===== config.mk =====
export PLATFORM = sky130hd
export DESIGN_NAME = life_run_ctrl
export DESIGN_NICKNAME = d
export VERILOG_FILES = /design/src/rtl/life_pkg.sv /design/src/rtl/rate_divider.sv /design/src/rtl/life_run_ctrl.sv
export SDC_FILE = /design/constraint.sdc
export NUM_CORES = 1
export LEC_CHECK = 0
export ABC_AREA = 0
export BUFFER_PORTS_ARGS = -buffer_cell sky130_fd_sc_hd__buf_2
export CORE_ASPECT_RATIO = 0.7
export CORE_MARGIN = 4
export CORE_UTILIZATION = 60
export DETAILED_ROUTE_END_ITERATION = 10
export PLACE_DENSITY = 0.84
export SETUP_SLACK_MARGIN = 0.5
export SYNTH_ARGS = -nofsm -noshare
export SYNTH_HDL_FRONTEND = slang
export SYNTH_SLANG_ARGS = --single-unit

===== constraint.sdc =====
create_clock -name clk -period 7.43 [get_ports clk]
set_input_delay 0.3715 -clock clk [delete_from_list [all_inputs] [get_ports clk]]
set_output_delay 0.3715 -clock clk [all_outputs]
set_load 0.01 [all_outputs]

===== src/rtl/life_pkg.sv =====
// Shared types for the cellular-grid simulator run control and its status display.
package life_pkg;

    typedef enum logic [2:0] {
        IDLE  = 3'd0,
        SEED  = 3'd1,
        PAUSE = 3'd2,
        RUN   = 3'd3,
        STEP  = 3'd4,
        DONE  = 3'd5
    } run_state_t;

endpackage


===== src/rtl/rate_divider.sv =====
// Up-counting rate divider: counts 0..max(rate,1)-1 and registers a one-cycle tick
// on terminal count. A synchronous clear zeroes both the count and a pending tick.
module rate_divider #(
    parameter int RATE_W = 24
) (
    input  logic              clk,
    input  logic              rst_n,
    input  logic              clr_i,
    input  logic [RATE_W-1:0] rate_i,
    output logic              tick_o
);

    logic [RATE_W-1:0] cnt_q, cnt_d;
    logic [RATE_W-1:0] term;
    logic              tick_q, tick_d;

    // Compare with >= so that lowering the rate below the current count ticks at once.
    always_comb begin
        term   = (rate_i == '0) ? '0 : rate_i - RATE_W'(1);
        cnt_d  = cnt_q + RATE_W'(1);
        tick_d = 1'b0;
        if (clr_i) begin
            cnt_d = '0;
        end else if (cnt_q >= term) begin
            cnt_d  = '0;
            tick_d = 1'b1;
        end
    end

    always_ff @(posedge clk or negedge rst_n) begin
        if (!rst_n) begin
            cnt_q  <= '0;
            tick_q <= 1'b0;
        end else begin
            cnt_q  <= cnt_d;
            tick_q <= tick_d;
        end
    end

    assign tick_o = tick_q;

endmodule


===== src/rtl/life_run_ctrl.sv =====
// Run controller for the cellular-grid simulator: LFSR seeding, free-run, pause,
// single-step, programmable generation rate and optional generation limit.
module life_run_ctrl
    import life_pkg::*;
#(
    parameter int SEED_CYCLES = 16,
    parameter int GEN_W       = 16,
    parameter int RATE_W      = 24
) (
    input  logic              clk,
    input  logic              reset,
    input  logic              start,
    input  logic              stop,
    input  logic              step,
    input  logic              seed_req,
    input  logic [RATE_W-1:0] rate,
    input  logic [GEN_W-1:0]  max_gens,
    output logic              lfsr_reset,
    output logic              lfsr_en,
    output logic              grid_rst,
    output logic              en,
    output logic [GEN_W-1:0]  gen_count,
    output logic              busy,
    output logic              done
);

    localparam int SEED_W = (SEED_CYCLES > 1) ? $clog2(SEED_CYCLES) : 1;
    localparam logic [SEED_W-1:0] SEED_LAST = SEED_W'(SEED_CYCLES - 1);

    run_state_t        state_q, state_d;
    logic [SEED_W-1:0] seed_cnt_q, seed_cnt_d;
    logic [GEN_W-1:0]  gen_q, gen_d;
    logic              div_clr;
    logic              div_tick;
    logic              gen_inc;
    logic              limit_hit;

    rate_divider #(.RATE_W(RATE_W)) u_div (
        .clk    (clk),
        .rst_n  (reset),
        .clr_i  (div_clr),
        .rate_i (rate),
        .tick_o (div_tick)
    );

    // A generation completes exactly on the cycles where en is visible.
    assign gen_inc   = ((state_q == RUN) && div_tick) || (state_q == STEP);
    assign limit_hit = gen_inc && (max_gens != '0) && ((gen_q + GEN_W'(1)) == max_gens);
    assign div_clr   = !((state_q == RUN) && (state_d == RUN));

    always_comb begin
        state_d    = state_q;
        seed_cnt_d = '0;
        gen_d      = gen_q;
        if (gen_inc) gen_d = gen_q + GEN_W'(1);

        case (state_q)
            IDLE: begin
                if (!stop) begin
                    if (seed_req)   state_d = SEED;
                    else if (start) state_d = RUN;
                end
            end
            SEED: begin
                if (stop)                         state_d = IDLE;
                else if (seed_cnt_q == SEED_LAST) state_d = PAUSE;
                else                              seed_cnt_d = seed_cnt_q + SEED_W'(1);
            end
            PAUSE: begin
                if (stop)          state_d = IDLE;
                else if (seed_req) state_d = SEED;
                else if (start)    state_d = RUN;
                else if (step)     state_d = STEP;
            end
            RUN: begin
                if (stop)           state_d = PAUSE;
                else if (seed_req)  state_d = SEED;
                else if (limit_hit) state_d = DONE;
            end
            STEP: begin
                state_d = limit_hit ? DONE : PAUSE;
            end
            DONE: begin
                if (stop)          state_d = IDLE;
                else if (seed_req) state_d = SEED;
                else if (start) begin
                    state_d = RUN;
                    gen_d   = '0;
                end
            end
            default: state_d = IDLE;
        endcase

        if ((state_d == IDLE) || ((state_d == SEED) && (state_q != SEED))) gen_d = '0;
    end

    always_ff @(posedge clk or negedge reset) begin
        if (!reset) begin
            state_q    <= IDLE;
            seed_cnt_q <= '0;
            gen_q      <= '0;
        end else begin
            state_q    <= state_d;
            seed_cnt_q <= seed_cnt_d;
            gen_q      <= gen_d;
        end
    end

    always_comb begin
        lfsr_reset = 1'b0;
        lfsr_en    = 1'b0;
        grid_rst   = 1'b0;
        busy       = 1'b0;
        done       = 1'b0;
        case (state_q)
            IDLE: begin
                lfsr_reset = 1'b1;
                grid_rst   = 1'b1;
            end
            SEED: begin
                lfsr_en  = 1'b1;
                grid_rst = 1'b1;
                busy     = 1'b1;
            end
            RUN, STEP: busy = 1'b1;
            DONE:      done = 1'b1;
            default: ;
        endcase
    end

    assign en        = gen_inc;
    assign gen_count = gen_q;

endmodule


==> metrics.csv, run 1 <==
metric,value,unit
Routed WL per cell,16.1,um
Clock power frac,29.9,%
cts repair resizes,0,
Initial Utilization,62.1,%
fin cells,651,
Pint,0.377,mW
final setup fails,0,
final slew viol count,0,
initial DRC count,281,
Slew HR,18.3,%
Final Skew,0.00688,ns
RSZ-0062 raised after global routing,false,
clock-pin slew on the worst setup and hold paths,0.09,ns
P_leak,2.01,nW
list of most frequent post-synthesis cells,"nand2_1 (59), dfrtp_1 (48), xnor2_1 (38)",
total detailed-routing wirelength,10500,um
post-route ant nets,0,
Overflow after GRT,0,
top_reg_cell synth,dfrtp_1,
Post-Place Cells,643,
reg-to-reg startpoint,gen_count[8]$_DFF_PN0_,
number of antenna diodes,0,
1st-pass router iterations,5,
Filler Cells Inserted,562,
CP Data Arrival Time,4.63,ns
Worst Tran Pin Value,1.22,ns
Site Rows,25,
mean post-synth cell area,8.36,um^2
CTS tree,yes,
synthesized cell area,0.00424,mm^2
clock tree sinks,48,
Max VDD drop,0.0855,mV
Worst setup EP type,flop,
worst skew pair latency,0.30,ns
TNS Setup,0,ns
Max Cap Viol,0,
Final #Nets,630,
routed vias/inst,6.11,
CP startpoint kind,input port,
CTS Buf Count,5,
share of the synthesized area in the top cell type,28.4,%
"FFs w/ async S/R, synth",100,%
Global Route Usage Sum,25.3,%
Mapped Nets,581,
# hold bufs at CTS,0,
Post-route DRC,0,
fmax,225,MHz
Unique masters post-synth,59,
"count leader, synth",nand2_1,
R2R depth,7,
crit path max-delay cell type,or4_1,
Crit path largest cell delay,0.61,ns
root buffer cell,clkbuf_8,
via count,3978,
Hold WS,0.247,ns
status,finished clean,
DIE AREA,0.00849,mm^2
Sw Pwr,0.165,mW
Power Dens Cells,116,mW/mm^2
Placer Congestion,0.906,
worst-path cell chain,buf_2 -> or4_1 -> nor2_1 -> nand4b_1 -> nor2b_1 -> nand3_1 -> o21ai_0 -> ha_1 -> and3_1 -> a2111oi_0 -> a21oi_1 -> nor4b_1 -> o21ai_1 -> buf_4 -> nor4_1,
Synth area leader,dfrtp_1,
CP bufs+invs,2,
port bufs,67,
YS warnings,0,
vias in the first global route,3711,
switching share of power,30.4,%
H-tree depth,2,
initial antenna violation count,0,
critical setup path kind,in2reg,
Post-synth EDFFs,0,
wire length of the first global-routing pass,17700,um
"Largest delay share family, worst path",simple AND/OR/NAND/NOR gates,
Crit Reg-Reg Endpoint,u_div.cnt_q[12]$_DFF_PN0_,
layout cell share with drive strength beyond 1,18.0,%
synth-to-layout area growth,9.98,%
Clock Path Buffers,2,
reg-to-reg setup timing slack,3.73,ns
Die X,108,um
"critical path fanouts, max",25,
Synth area leaders,"dfrtp_1 (28%), ha_1 (8.3%), xnor2_1 (7.9%)",
Vert. Die Dim,78.3,um
Setup Buffers After CTS,0,
fin crit share,59.9,%
IO Pins,68,
final hold violations,0,
post-DP HPWL,7900,um
total power,0.542,mW
Mapped Cells,507,
Combinational Power Share,19.9,%
Seq pwr share,50.2,%
"Seq/Total Area, Yosys",28.4,%
CP required,7.61,ns
"flops & latches, synth",48,
Core Region,0.00682,mm^2
min-delay worst type,in2async,
Final Critical Period,4.45,ns
largest net degree at the start of global routing,49,
==> power groups by stage <==
stage,logic [mW],registers (mW),clock network [mW]
after floorplan,0.0741,0.271,0
final,0.108,0.272,0.162
after detailed placement,0.106,0.277,0
after global placement,0.103,0.277,0
after global routing,0.121,0.273,0.178
after CTS,0.107,0.272,0.163
==> state kept, by name, indices dropped and copies added (netlist names) <==
name          flops
gen_count        16
seed_cnt_q        4
u_div.cnt_q      24
u_div.tick_o      1
state_q           3
==> layer usage <==
metal	global-route usage [%]	vias up	part of all wire, %
met5	0	-	0
met2	39.3	135	45
met4	4.67	0	1.0
met1	37.6	1889	48
li1	-	1937	-
met3	3.62	17	5.8
==> worst max path at each step <==
| stage | cells after the start | end | start |
|---|---|---|---|
| after global routing | 15 | u_div.cnt_q[8]$_DFF_PN0_ | rate[5] |
| after floorplan | 15 | u_div.cnt_q[10]$_DFF_PN0_ | rate[5] |
| after CTS | 15 | u_div.cnt_q[12]$_DFF_PN0_ | rate[5] |
| after global placement | 15 | u_div.cnt_q[1]$_DFF_PN0_ | rate[5] |
| final | 15 | u_div.cnt_q[12]$_DFF_PN0_ | rate[5] |
| after detailed placement | 15 | u_div.cnt_q[5]$_DFF_PN0_ | rate[5] |
==> logic make-up after synthesis <==
| group | Yosys count | synth area share (%) |
|---|---|---|
| AOI/OAI and AO/OA | 68 | 11.3 |
| muxes | 2 | 0.473 |
| adders and majority gates | 28 | 8.27 |
| DFF | 48 | 28.4 |
| buffers and inverters | 38 | 4.31 |
| and+or+nand+nor | 252 | 32.6 |
| xor gates and xnor gates | 71 | 14.7 |
==> placed cells by master (no fill, tap or decap), types with 5 or more instances in the layout <==
cell | netlist | layout
a21o_1 | 5 | 5
a21oi_1 | 16 | 16
a21oi_2 | 10 | 10
and3_1 | 9 | 9
buf_2 | 13 | 67
clkbuf_8 | 0 | 6
dfrtp_1 | 48 | 48
ha_1 | 28 | 28
inv_1 | 11 | 11
nand2_1 | 59 | 59
nand2b_1 | 6 | 6
nand3_1 | 21 | 21
nand4_1 | 19 | 19
nor2_1 | 35 | 35
nor2b_1 | 8 | 8
nor3_1 | 19 | 19
nor3b_1 | 6 | 6
nor4_1 | 31 | 31
o21ai_0 | 10 | 10
or3_1 | 5 | 5
xnor2_1 | 38 | 38
xor2_1 | 33 | 33
==> area by class of cell <==
cell class                 instances  area (um^2)  share of cell area [%]
clock inverter                     2         10.0                   0.215
clock buffer                       6         82.6                    1.77
inverter                          12         45.0                   0.967
tap                               94          118                    2.52
sequential                        48         1200                    25.8
timing repair buffer              68          343                    7.36
multi-input combinational        421         2860                    61.4
==> stage by stage <==
step / utilization (%) / setup WS, ns / area, um^2
2_1_floorplan: - / 3.47 / 4240
3_3_place_gp: 67.0 / 2.96 / 4570
3_5_place_dp: 67.0 / 2.68 / 4570
4_1_cts: 68.3 / 3.00 / 4660
5_1_grt: 68.3 / 2.46 / 4660
6_report: 68.3 / 2.98 / 4660
(Power assumes the default switching activity.)
==> inputs of run 2 (changes only) <==
ABC_AREA = 1   (was 0)
CORE_UTILIZATION = 59   (was 60)
PLACE_DENSITY = 0.82   (was 0.84)
clock period = 4.5 ns   (was 7.43 ns; I/O delays follow)
==> metrics.csv, run 2 <==
metric,value,unit
P_leak,2.49,nW
Worst setup EP type,flop,
max reg flops,24,
number of antenna diodes,0,
IO Pins,68,
fin crit share,76.3,%
Site Rows,26,
# hold bufs at CTS,0,
list of most frequent post-synthesis cells,"nand2_1 (176), nor2_1 (104), inv_1 (79)",
CTS Buf Count,5,
Post-route DRC,0,
"Seq/Total Area, Yosys",26.5,%
Hold WS,-0.00573,ns
via count,4795,
min-delay worst type,in2async,
Crit path largest cell delay,0.28,ns
Die X,113,um
Placer Congestion,0.975,
status,"complete, but fails checks",
post-DP HPWL,9880,um
synthesized cell area,0.00453,mm^2
Final Util,68.0,%
Overflow after GRT,0,
CP startpoint kind,input port,
worst-path cell chain,buf_2 -> inv_1 -> ha_1 -> nand2_1 -> nor3_1 -> inv_1 -> nor4_2 -> nand3_1 -> nor2_1 -> nand2_1 -> xor2_1 -> or2_2 -> ha_1 -> nand4_1 -> inv_1 -> a21oi_1 -> a21boi_0 -> o211a_1 -> buf_4 -> nand3_1 -> nor2_1,
worst skew pair latency,0.31,ns
largest net degree at the start of global routing,49,
total detailed-routing wirelength,12200,um
1st-pass router iterations,5,
"flops & latches, synth",48,
"count leader, synth",nand2_1,
Post-synth EDFFs,0,
routed vias/inst,5.61,
Global Route Usage Sum,27.3,%
fmax,291,MHz
TNS Setup,0,ns
Crit path top cell by count,inv_1,
vias in the first global route,4349,
CTS tree,yes,
wire length of the first global-routing pass,20500,um
Worst Tran Pin Value,0.829,ns
root buffer cell,clkbuf_8,
synth-to-layout area growth,10.9,%
Slew HR,44.3,%
Post-Place Worst Slack,0.567,ns
YS warnings,0,
reg-to-reg setup timing slack,1.55,ns
fin cells,855,
Max Cap Viol,0,
final slew viol count,0,
Power Dens Cells,188,mW/mm^2
initial antenna violation count,1,
Final WS setup,1.06,ns
final setup fails,0,
Mapped Cells,691,
port bufs,67,
CP bufs+invs,5,
"critical path fanouts, max",25,
"FFs w/ async S/R, synth",100,%
"commonest non-fill, non-tap cell in the layout",nand2_1,
Final Critical Period,3.44,ns
clock tree sinks,48,
Core Region,0.00738,mm^2
most frequent cells in the layout,"nand2_1 (176), nor2_1 (104), inv_1 (79)",
share of the synthesized area in the top cell type,26.5,%
Clock Path Buffers,2,
post-route ant nets,0,
"Largest delay share family, worst path",simple AND/OR/NAND/NOR gates,
critical setup path kind,in2reg,
crit path max-delay cell type,nor4_2,
RSZ-0062 raised after global routing,false,
Synth area leaders,"dfrtp_1 (27%), nand2_1 (15%), nor2_1 (8.6%)",
Vert. Die Dim,81.3,um
area occupied by multi-input gates,0.00296,mm^2
Mapped Nets,765,
Top reg by flops,u_div.cnt_q,
Setup Buffers After CTS,0,
Unique masters post-synth,39,
total power,0.941,mW
Max VDD drop,0.193,mV
Initial Utilization,61.3,%
initial DRC count,528,
Post-Place Cells,848,
H-tree depth,2,
top_reg_cell synth,dfrtp_1,
FF+latch area,0.00120,mm^2
cts repair resizes,0,
Filler Cells Inserted,636,
Synth area leader,dfrtp_1,
final hold violations,4,
Final #Nets,831,
CP required,4.73,ns
layout cell share with drive strength beyond 1,14.7,%
clock-pin slew on the worst setup and hold paths,0.09,ns
CP Data Arrival Time,3.66,ns
Final Skew,0.00572,ns
Routed WL per cell,14.2,um
mean post-synth cell area,6.55,um^2
DIE AREA,0.00916,mm^2
failing checks,hold timing,
[run 2: cell families after synthesis]
family | count (synthesis) | synth area share (%)
DFF | 48 | 26.5
xor gates and xnor gates | 26 | 5.03
adders and majority gates | 28 | 7.74
and+or+nand+nor | 438 | 43.8
buffers and inverters | 91 | 8.32
AOI/OAI and AO/OA | 60 | 8.62
[run 2: cell type report]
class | count | share of cell area, %
clock buffers | 6 | 1.45
flip-flops and latches | 48 | 23.9
inverters | 79 | 5.91
well taps | 98 | 2.44
repair buffers | 71 | 7.28
clock inverters | 1 | 0.0997
multi-input cells | 552 | 58.9
[run 2: power by group]
| group | internal, mW | switching, mW |
|---|---|---|
| Sequential | 0.441 | 0.0112 |
| Combinational | 0.0825 | 0.155 |
| Clock | 0.106 | 0.146 |
[run 2: per-stage QoR]
step                area [um^2]  hold slack, ns
floorplan                  4530         -0.0706
global placement           4930           0.346
detailed placement         4930           0.358
CTS                        5010          0.0193
global route               5020          0.0392
finish                     5020        -0.00573
[run 2: worst paths after layout]
| check | startpoint | to | cells past startpoint |
|---|---|---|---|
| max in group asynchronous | reset | gen_count[14]$_DFF_PN0_ | 2 |
| min in group clk | start | state_q[2]$_DFF_PN0_ | 3 |
| setup reg to reg | state_q[1]$_DFF_PN0_ | gen_count[11]$_DFF_PN0_ | 17 |
| hold / removal | reset | state_q[2]$_DFF_PN0_ | 2 |
| setup / recovery | rate[0] | u_div.cnt_q[21]$_DFF_PN0_ | 21 |
| hold reg to reg | seed_cnt_q[0]$_DFF_PN0_ | seed_cnt_q[0]$_DFF_PN0_ | 1 |
[run 2: worst register-to-register path: cells and delay by family (launching register included)]
kind,cells,cell delay (ns)
buffers and inverters,3,0.56
flip-flops,1,0.44
AND/OR/NAND/NOR,14,1.82
[run 2: layer usage]
layer,GRT usage (%),share of wire [%],up-vias
li1,-,-,2404
met5,0,0.11,-
met4,5.16,1.1,2
met1,39.6,49,2190
met3,5.51,7.7,23
met2,42.4,43,176
